**src/rtl/ctrl_pkg.sv**
```systemverilog
// Shared types and constants for the multi-cycle RV32I main control.
// Latency: n/a (declarations only).
// Backpressure: n/a.
//
// Contents: FSM state enum, supported opcodes, aluop codes, ALU B-source
// select encodings, and a helper that identifies the memory-wait states.
package ctrl_pkg;

  typedef enum logic [3:0] {
    IDLE,
    FETCH,
    DECODE,
    MEM_ADDR,
    MEM_READ,
    MEM_WB,
    MEM_WRITE,
    EXEC_R,
    R_WB,
    BRANCH,
    TRAP,
    FAULT
  } state_t;

  localparam logic [6:0] OP_R      = 7'b0110011;
  localparam logic [6:0] OP_LOAD   = 7'b0000011;
  localparam logic [6:0] OP_STORE  = 7'b0100011;
  localparam logic [6:0] OP_BRANCH = 7'b1100011;

  localparam logic [1:0] ALUOP_ADD   = 2'b00;
  localparam logic [1:0] ALUOP_SUB   = 2'b01;
  localparam logic [1:0] ALUOP_FUNCT = 2'b10;

  localparam logic [1:0] SRCB_RS2  = 2'b00;
  localparam logic [1:0] SRCB_FOUR = 2'b01;
  localparam logic [1:0] SRCB_IMM  = 2'b10;

  // States that wait on mem_ready and are therefore guarded by the timer.
  function automatic logic is_mem_wait(state_t s);
    return (s == FETCH) || (s == MEM_READ) || (s == MEM_WRITE);
  endfunction

endpackage

```
**src/rtl/mem_wait_timer.sv**
```systemverilog
// Counts stalled cycles in a memory-wait state and flags when the limit is hit.
// Latency: expired is combinational from the registered count.
// Backpressure: none; count saturates at the limit, clear has priority.
//
// Ports: clk, rst_n (async active-low), clear (restart count), count_en
// (one stalled cycle), expired (count == MEM_TIMEOUT, never when 0).
module mem_wait_timer #(
  parameter int MEM_TIMEOUT = 15,
  parameter int TMR_W       = 4
) (
  input  logic clk,
  input  logic rst_n,
  input  logic clear,
  input  logic count_en,
  output logic expired
);

  logic [TMR_W-1:0] cnt;

  // A limit of zero disables the watchdog entirely.
  assign expired = (MEM_TIMEOUT != 0) && (cnt == TMR_W'(MEM_TIMEOUT));

  always_ff @(posedge clk or negedge rst_n) begin
    if (!rst_n) begin
      cnt <= '0;
    end else if (clear) begin
      cnt <= '0;
    end else if (count_en && !expired) begin
      cnt <= cnt + TMR_W'(1);
    end
  end

endmodule

```
**src/rtl/multicycle_main_control.sv**
```systemverilog
// Multi-cycle main control FSM for RV32I R-type/load/store/beq.
// Latency: R 4, load 5, store 4, beq 3 cycles with zero memory wait.
// Backpressure: stalls in FETCH/MEM_READ/MEM_WRITE until mem_ready; timeout -> FAULT.
//
// Ports: clk, rst_n, run (sequencing enable), opcode (from IR), mem_ready;
// datapath controls aluop, alu_src_a/b, mem_read/write, iord, ir_write,
// pc_write, pc_write_cond, reg_write, mem_to_reg; status instr_done,
// illegal_instr, bus_error.
module multicycle_main_control
  import ctrl_pkg::*;
#(
  parameter int N           = 4,
  parameter int MEM_TIMEOUT = 15,
  parameter int TMR_W       = 4
) (
  input  logic         clk,
  input  logic         rst_n,
  input  logic         run,
  input  logic [6:0]   opcode,
  input  logic         mem_ready,
  output logic [N-3:0] aluop,
  output logic         alu_src_a,
  output logic [1:0]   alu_src_b,
  output logic         mem_read,
  output logic         mem_write,
  output logic         iord,
  output logic         ir_write,
  output logic         pc_write,
  output logic         pc_write_cond,
  output logic         reg_write,
  output logic         mem_to_reg,
  output logic         instr_done,
  output logic         illegal_instr,
  output logic         bus_error
);

  localparam int AW = N - 2;

  state_t state;
  state_t state_nxt;
  logic   tmr_expired;
  logic   tmr_clear;
  logic   tmr_count;

  // Restart the timer whenever the state changes so every wait state sees a
  // fresh budget, including back-to-back FETCHes across instructions.
  assign tmr_clear = (state_nxt != state) || !is_mem_wait(state);
  assign tmr_count = is_mem_wait(state) && !mem_ready;

  mem_wait_timer #(
    .MEM_TIMEOUT (MEM_TIMEOUT),
    .TMR_W       (TMR_W)
  ) u_timer (
    .clk      (clk),
    .rst_n    (rst_n),
    .clear    (tmr_clear),
    .count_en (tmr_count),
    .expired  (tmr_expired)
  );

  always_comb begin
    state_nxt = state;
    case (state)
      IDLE:      if (run) state_nxt = FETCH;
      FETCH: begin
        if (mem_ready)        state_nxt = DECODE;
        else if (tmr_expired) state_nxt = FAULT;
      end
      DECODE: begin
        case (opcode)
          OP_R:               state_nxt = EXEC_R;
          OP_LOAD, OP_STORE:  state_nxt = MEM_ADDR;
          OP_BRANCH:          state_nxt = BRANCH;
          default:            state_nxt = TRAP;
        endcase
      end
      MEM_ADDR:  state_nxt = (opcode == OP_STORE) ? MEM_WRITE : MEM_READ;
      MEM_READ: begin
        if (mem_ready)        state_nxt = MEM_WB;
        else if (tmr_expired) state_nxt = FAULT;
      end
      MEM_WRITE: begin
        if (mem_ready)        state_nxt = run ? FETCH : IDLE;
        else if (tmr_expired) state_nxt = FAULT;
      end
      MEM_WB, R_WB, BRANCH: state_nxt = run ? FETCH : IDLE;
      EXEC_R:    state_nxt = R_WB;
      TRAP:      state_nxt = IDLE;
      FAULT:     if (!run) state_nxt = IDLE;
      default:   state_nxt = IDLE;
    endcase
  end

  always_ff @(posedge clk or negedge rst_n) begin
    if (!rst_n) state <= IDLE;
    else        state <= state_nxt;
  end

  // Moore decode; only FETCH's IR/PC load and the store retirement pulse
  // follow mem_ready within the cycle.
  always_comb begin
    aluop         = AW'(ALUOP_ADD);
    alu_src_a     = 1'b0;
    alu_src_b     = SRCB_RS2;
    mem_read      = 1'b0;
    mem_write     = 1'b0;
    iord          = 1'b0;
    ir_write      = 1'b0;
    pc_write      = 1'b0;
    pc_write_cond = 1'b0;
    reg_write     = 1'b0;
    mem_to_reg    = 1'b0;
    instr_done    = 1'b0;
    illegal_instr = 1'b0;
    bus_error     = 1'b0;
    case (state)
      FETCH: begin
        mem_read  = 1'b1;
        alu_src_b = SRCB_FOUR;
        ir_write  = mem_ready;
        pc_write  = mem_ready;
      end
      DECODE:    alu_src_b = SRCB_IMM;
      MEM_ADDR: begin
        alu_src_a = 1'b1;
        alu_src_b = SRCB_IMM;
      end
      MEM_READ: begin
        mem_read = 1'b1;
        iord     = 1'b1;
      end
      MEM_WB: begin
        reg_write  = 1'b1;
        mem_to_reg = 1'b1;
        instr_done = 1'b1;
      end
      MEM_WRITE: begin
        mem_write  = 1'b1;
        iord       = 1'b1;
        instr_done = mem_ready;
      end
      EXEC_R: begin
        alu_src_a = 1'b1;
        aluop     = AW'(ALUOP_FUNCT);
      end
      R_WB: begin
        reg_write  = 1'b1;
        instr_done = 1'b1;
      end
      BRANCH: begin
        alu_src_a     = 1'b1;
        aluop         = AW'(ALUOP_SUB);
        pc_write_cond = 1'b1;
        instr_done    = 1'b1;
      end
      TRAP:      illegal_instr = 1'b1;
      FAULT:     bus_error = 1'b1;
      default: ;
    endcase
  end

endmodule

```
**config.mk**
```make
export PLATFORM = sky130hd
export DESIGN_NAME = multicycle_main_control
export DESIGN_NICKNAME = d
export VERILOG_FILES = /design/src/rtl/ctrl_pkg.sv /design/src/rtl/mem_wait_timer.sv /design/src/rtl/multicycle_main_control.sv
export SDC_FILE = /design/constraint.sdc
export NUM_CORES = 1
export LEC_CHECK = 0
export ABC_AREA = 1
export BUFFER_PORTS_ARGS = -buffer_cell sky130_fd_sc_hd__buf_2
export CAP_MARGIN = 20
export CORE_MARGIN = 2
export CORE_UTILIZATION = 40
export DETAILED_ROUTE_END_ITERATION = 8
export MAX_ROUTING_LAYER = met4
export PLACE_DENSITY = 0.78
export REMOVE_ABC_BUFFERS = 1
export SYNTH_ARGS = -nofsm -noshare
export SYNTH_HDL_FRONTEND = slang
export SYNTH_SLANG_ARGS = --single-unit
export TNS_END_PERCENT = 50
```
**constraint.sdc**
```tcl
create_clock -name clk -period 1.3 [get_ports clk]
set_input_delay 0.13 -clock clk [delete_from_list [all_inputs] [get_ports clk]]
set_output_delay 0.13 -clock clk [all_outputs]
set_load 0.005 [all_outputs]
```
==> impl_metrics.py <==
metrics = {
    "routing": {
        "remaining_drcs": 0,
        "via_count": 794,
        "drtIter0Drc": 12,
        "ant_nets": 0,
        "first_pass_iters": 4,
        "avgViaCountPerCell": 5.06,
        "wire_per_inst_um": 13.0,
        "drt_wl_total_um": 2050,
    },
    "clock_tree": {
        "ctsHtreeMaxLevel": 1,
        "cts.path.max_buffers": 2,
        "worst_skew_pair.late_latency_ns": 0.25,
        "cts.sink_count": 8,
        "cts_made_buffers": 3,
        "cts.root.buffer_cell": "clkbuf_4",
        "clk_pin_slew_worst_paths_ns": 0.05,
        "clock_tree_from_tritoncts": "yes",
    },
    "layout": {
        "final_cells": 157,
        "final_net_count": 155,
        "layout.core_utilization": 0.634,
        "final.fill_count": 138,
        "area_growth_pct": 45.7,
        "layout-drive-gt1-share": 0.482,
        "antenna_cells_inserted": 0,
    },
    "power_and_ir_drop": {
        "netSwitchingPower_w": 0.000861,
        "power.density_mw_per_mm2": 1840,
        "pwr-share-clk": 0.102,
        "power.leakage_nw": 0.592,
        "power.combinational.fraction": 0.651,
        "switching_part_of_the_total_power": 0.480,
        "ir_worst_vdd_mv": 0.714,
        "pwr-share-seq": 0.247,
        "internal_power_w": 0.000934,
    },
    "yosys": {
        "netlist_area_sq_um": 671,
        "netlist_instances": 104,
        "postSynthAreaPerCell_sq_um": 6.45,
        "ys.warnings.count": 0,
        "synth_seq_area_share": 0.299,
        "synth-seq-cells": 8,
        "synth_cell_type_count": 21,
    },
    "flow_run": {
        "maxCapViolations": 0,
    },
    "die": {
        "dieWidth_um": 44.9,
        "number_of_rows_created_at_floorplan": 14,
        "initial_core_util": 0.435,
        "die_height_um": 44.9,
        "placeableCoreArea_sq_mm": 0.00154,
        "ios": 27,
        "area_of_the_die_sq_mm": 0.00202,
    },
    "sta": {
        "setup_ws_ns": -0.196,
        "post_route_clock_period_utilization": 1.15,
        "final_period_minus_worst_setup_slack_ns": 1.50,
        "timing.fmax_mhz": 669,
        "final-setup-viol-count": 15,
        "timing.final.max_slew_violations": 0,
        "worst_pin_slew_ns": 0.230,
        "rsz0062_at_grt": "yes",
        "hold_viol": 0,
        "timing.clock.skew_ns": 0.00231,
        "max-slew-margin-rel": 0.846,
    },
    "worst_setup_path": {
        "cpLargestDelayFamily": "flip-flops",
        "path_max_fanout": 3,
        "worstPathCellList": "inv_2 > nor2_4 > nand2_2 > nand2_2 > nor2_2 > o21ai_1 > buf_2",
        "setup.worst_path.end_class": "output port",
        "most_frequent_cell_on_the_critical_path": "nand2_2",
        "timing.critical_path.slowest_stage_cell": "dfrtp_1",
        "start_to_end_type_of_the_worst_setup_path": "reg -> out",
        "worst_setup_path_start_kind": "flop",
        "slowest_delay_ns": 0.41,
        "cp_num_buf_inv": 2,
        "worstPathArrival_ns": 1.37,
        "cp.required_ns": 1.17,
    },
    "global_route": {
        "antenna_found_initial": 0,
        "wire_length_of_the_first_global_routing_pass_um": 2940,
        "groute.usage.overall": 0.211,
        "grt_overflow_total": 0,
        "grt_start_max_net_pins": 9,
        "via_count_of_the_first_global_routing_pass": 722,
    },
    "outcome": {
        "violations": "negative setup slack",
        "outcome": "finished, violations left",
    },
    "placed_design": {
        "numPlacedInstances": 144,
        "dp.final_hpwl_um": 1380,
        "place.port_buffers": 26,
        "finalWeightedCongestion": 0.939,
    },
    "hold_path": {
        "worst_hold_path_type": "in -> reg",
    },
}
cells by family (layout without fill, tap and decap cells):
logic type | Yosys count | after routing | share of synthesized area
AOI/OAI and AO/OA | 9 | 9 | 0.0802
xor gates and xnor gates | 2 | 2 | 0.0261
adders and majority gates | 1 | 1 | 0.0187
buffers and inverters | 22 | 59 | 0.134
DFF | 8 | 8 | 0.299
and+or+nand+nor | 62 | 62 | 0.442
stage by stage:
step | power [W] | hold WS, ns | setup WS (ns) | area, sq um | TNS (ns)
3_5_place_dp | 0.00122 | -0.0207 | 0.00991 | 806 | 0
3_3_place_gp | 0.00119 | -0.0225 | 0.0418 | 806 | 0
6_report | 0.00180 | 0.135 | -0.196 | 977 | -1.08
5_1_grt | 0.00192 | 0.136 | -0.232 | 977 | -2.13
2_1_floorplan | 0.000949 | -0.166 | 0.153 | 656 | 0
4_1_cts | 0.00156 | 0.123 | -0.119 | 900 | -0.743
metal layers:
layer | wire [um] | GRT usage | vias to the layer above | share of wire
met5 | 0 | - | - | 0
met4 | 25 | 0.106 | 0 | 0.012
met3 | 71 | 0.0400 | 2 | 0.035
met2 | 1180 | 0.406 | 20 | 0.58
met1 | 764 | 0.193 | 376 | 0.37
li1 | - | - | 396 | -
worst paths after layout:
check	start	endpoint	slack, ns	depth (start not counted)
setup / recovery	state[2]	instr_done	-0.20	7
hold / removal	run	state[0]	0.13	3
setup reg to reg	state[2]	state[2]	-0.02	8
hold reg to reg	u_timer.cnt[0]	u_timer.cnt[0]	0.47	1
max in group asynchronous	rst_n	state[3]	0.86	2
min in group asynchronous	rst_n	u_timer.cnt[2]	0.26	2
synthesized netlist by cell type:
cell      count  area, sq um
nand2_1      23         86.3
inv_1        18         67.6
nor2_1       14         52.6
nand3_1       9         45.0
dfrtp_1       8          200
nand2_2       6         37.5
nor2_4        3         33.8
o21ai_0       3         15.0
a21oi_1       2         10.0
buf_4         2         15.0
inv_2         2         7.51
nand4_1       2         12.5
nor2_2        2         12.5
nor3_1        2         10.0
o21bai_1      2         15.0
a22oi_1       1         7.51
ha_1          1         12.5
o22ai_1       1         6.26
or2_1         1         6.26
xnor2_1       1         8.76
xor2_1        1         8.76
flip-flops by register name, indices dropped and copies added, names as in the netlist:
name	cells
state	4
u_timer.cnt	4
tightest hold or removal path, cell delays in order:
cell     delay, ns
buf_2         0.10
nand2_1       0.05
nand2_1       0.06
placed cells by master (no fill, tap or decap):
master	instances
nand2_1	20
o21ai_0	2
buf_6	2
inv_1	12
dfrtp_1	5
a22oi_1	1
dlygate4sd3_1	1
or2_1	1
o22ai_1	1
nor3_1	2
clkbuf_4	3
nand2_2	5
dfrtp_2	3
nand2_4	4
ha_1	1
xnor2_1	1
a21oi_1	2
xor2_1	1
nand3_4	1
nand3_1	8
nor2_4	5
buf_4	7
buf_2	26
nor2_1	10
inv_2	8
o21bai_1	2
o21ai_1	1
nor2_2	4
nand4_1	2
area by class of cell:
class	instances	area, sq um	area share
clock buffer	3	22.5	0.0230
inverter	20	75.1	0.0768
multi-input combinational	74	440	0.451
sequential	8	204	0.209
tap	16	20.0	0.0205
timing repair buffer	36	215	0.220
power groups by stage:
| stage | clock (W) | sequential, W | combinational (W) |
|---|---|---|---|
| 3_5_place_dp | 0 | 0.000421 | 0.000794 |
| 6_report | 0.000183 | 0.000444 | 0.00117 |
| 4_1_cts | 0.000190 | 0.000420 | 0.000954 |
| 5_1_grt | 0.000204 | 0.000450 | 0.00127 |
| 3_3_place_gp | 0 | 0.000417 | 0.000776 |
| 2_1_floorplan | 0 | 0.000401 | 0.000548 |
repair_timing:
item                                    in CTS  in global routing
endpoints found under the setup margin      17                 23
pin swaps                                    5                  6
buffers inserted                             5                  5
hold endpoints to repair                     8                  0
resized for setup                           11                 16
hold buffers                                 1                  0
No activity file was read; power rests on OpenSTA's default activity.
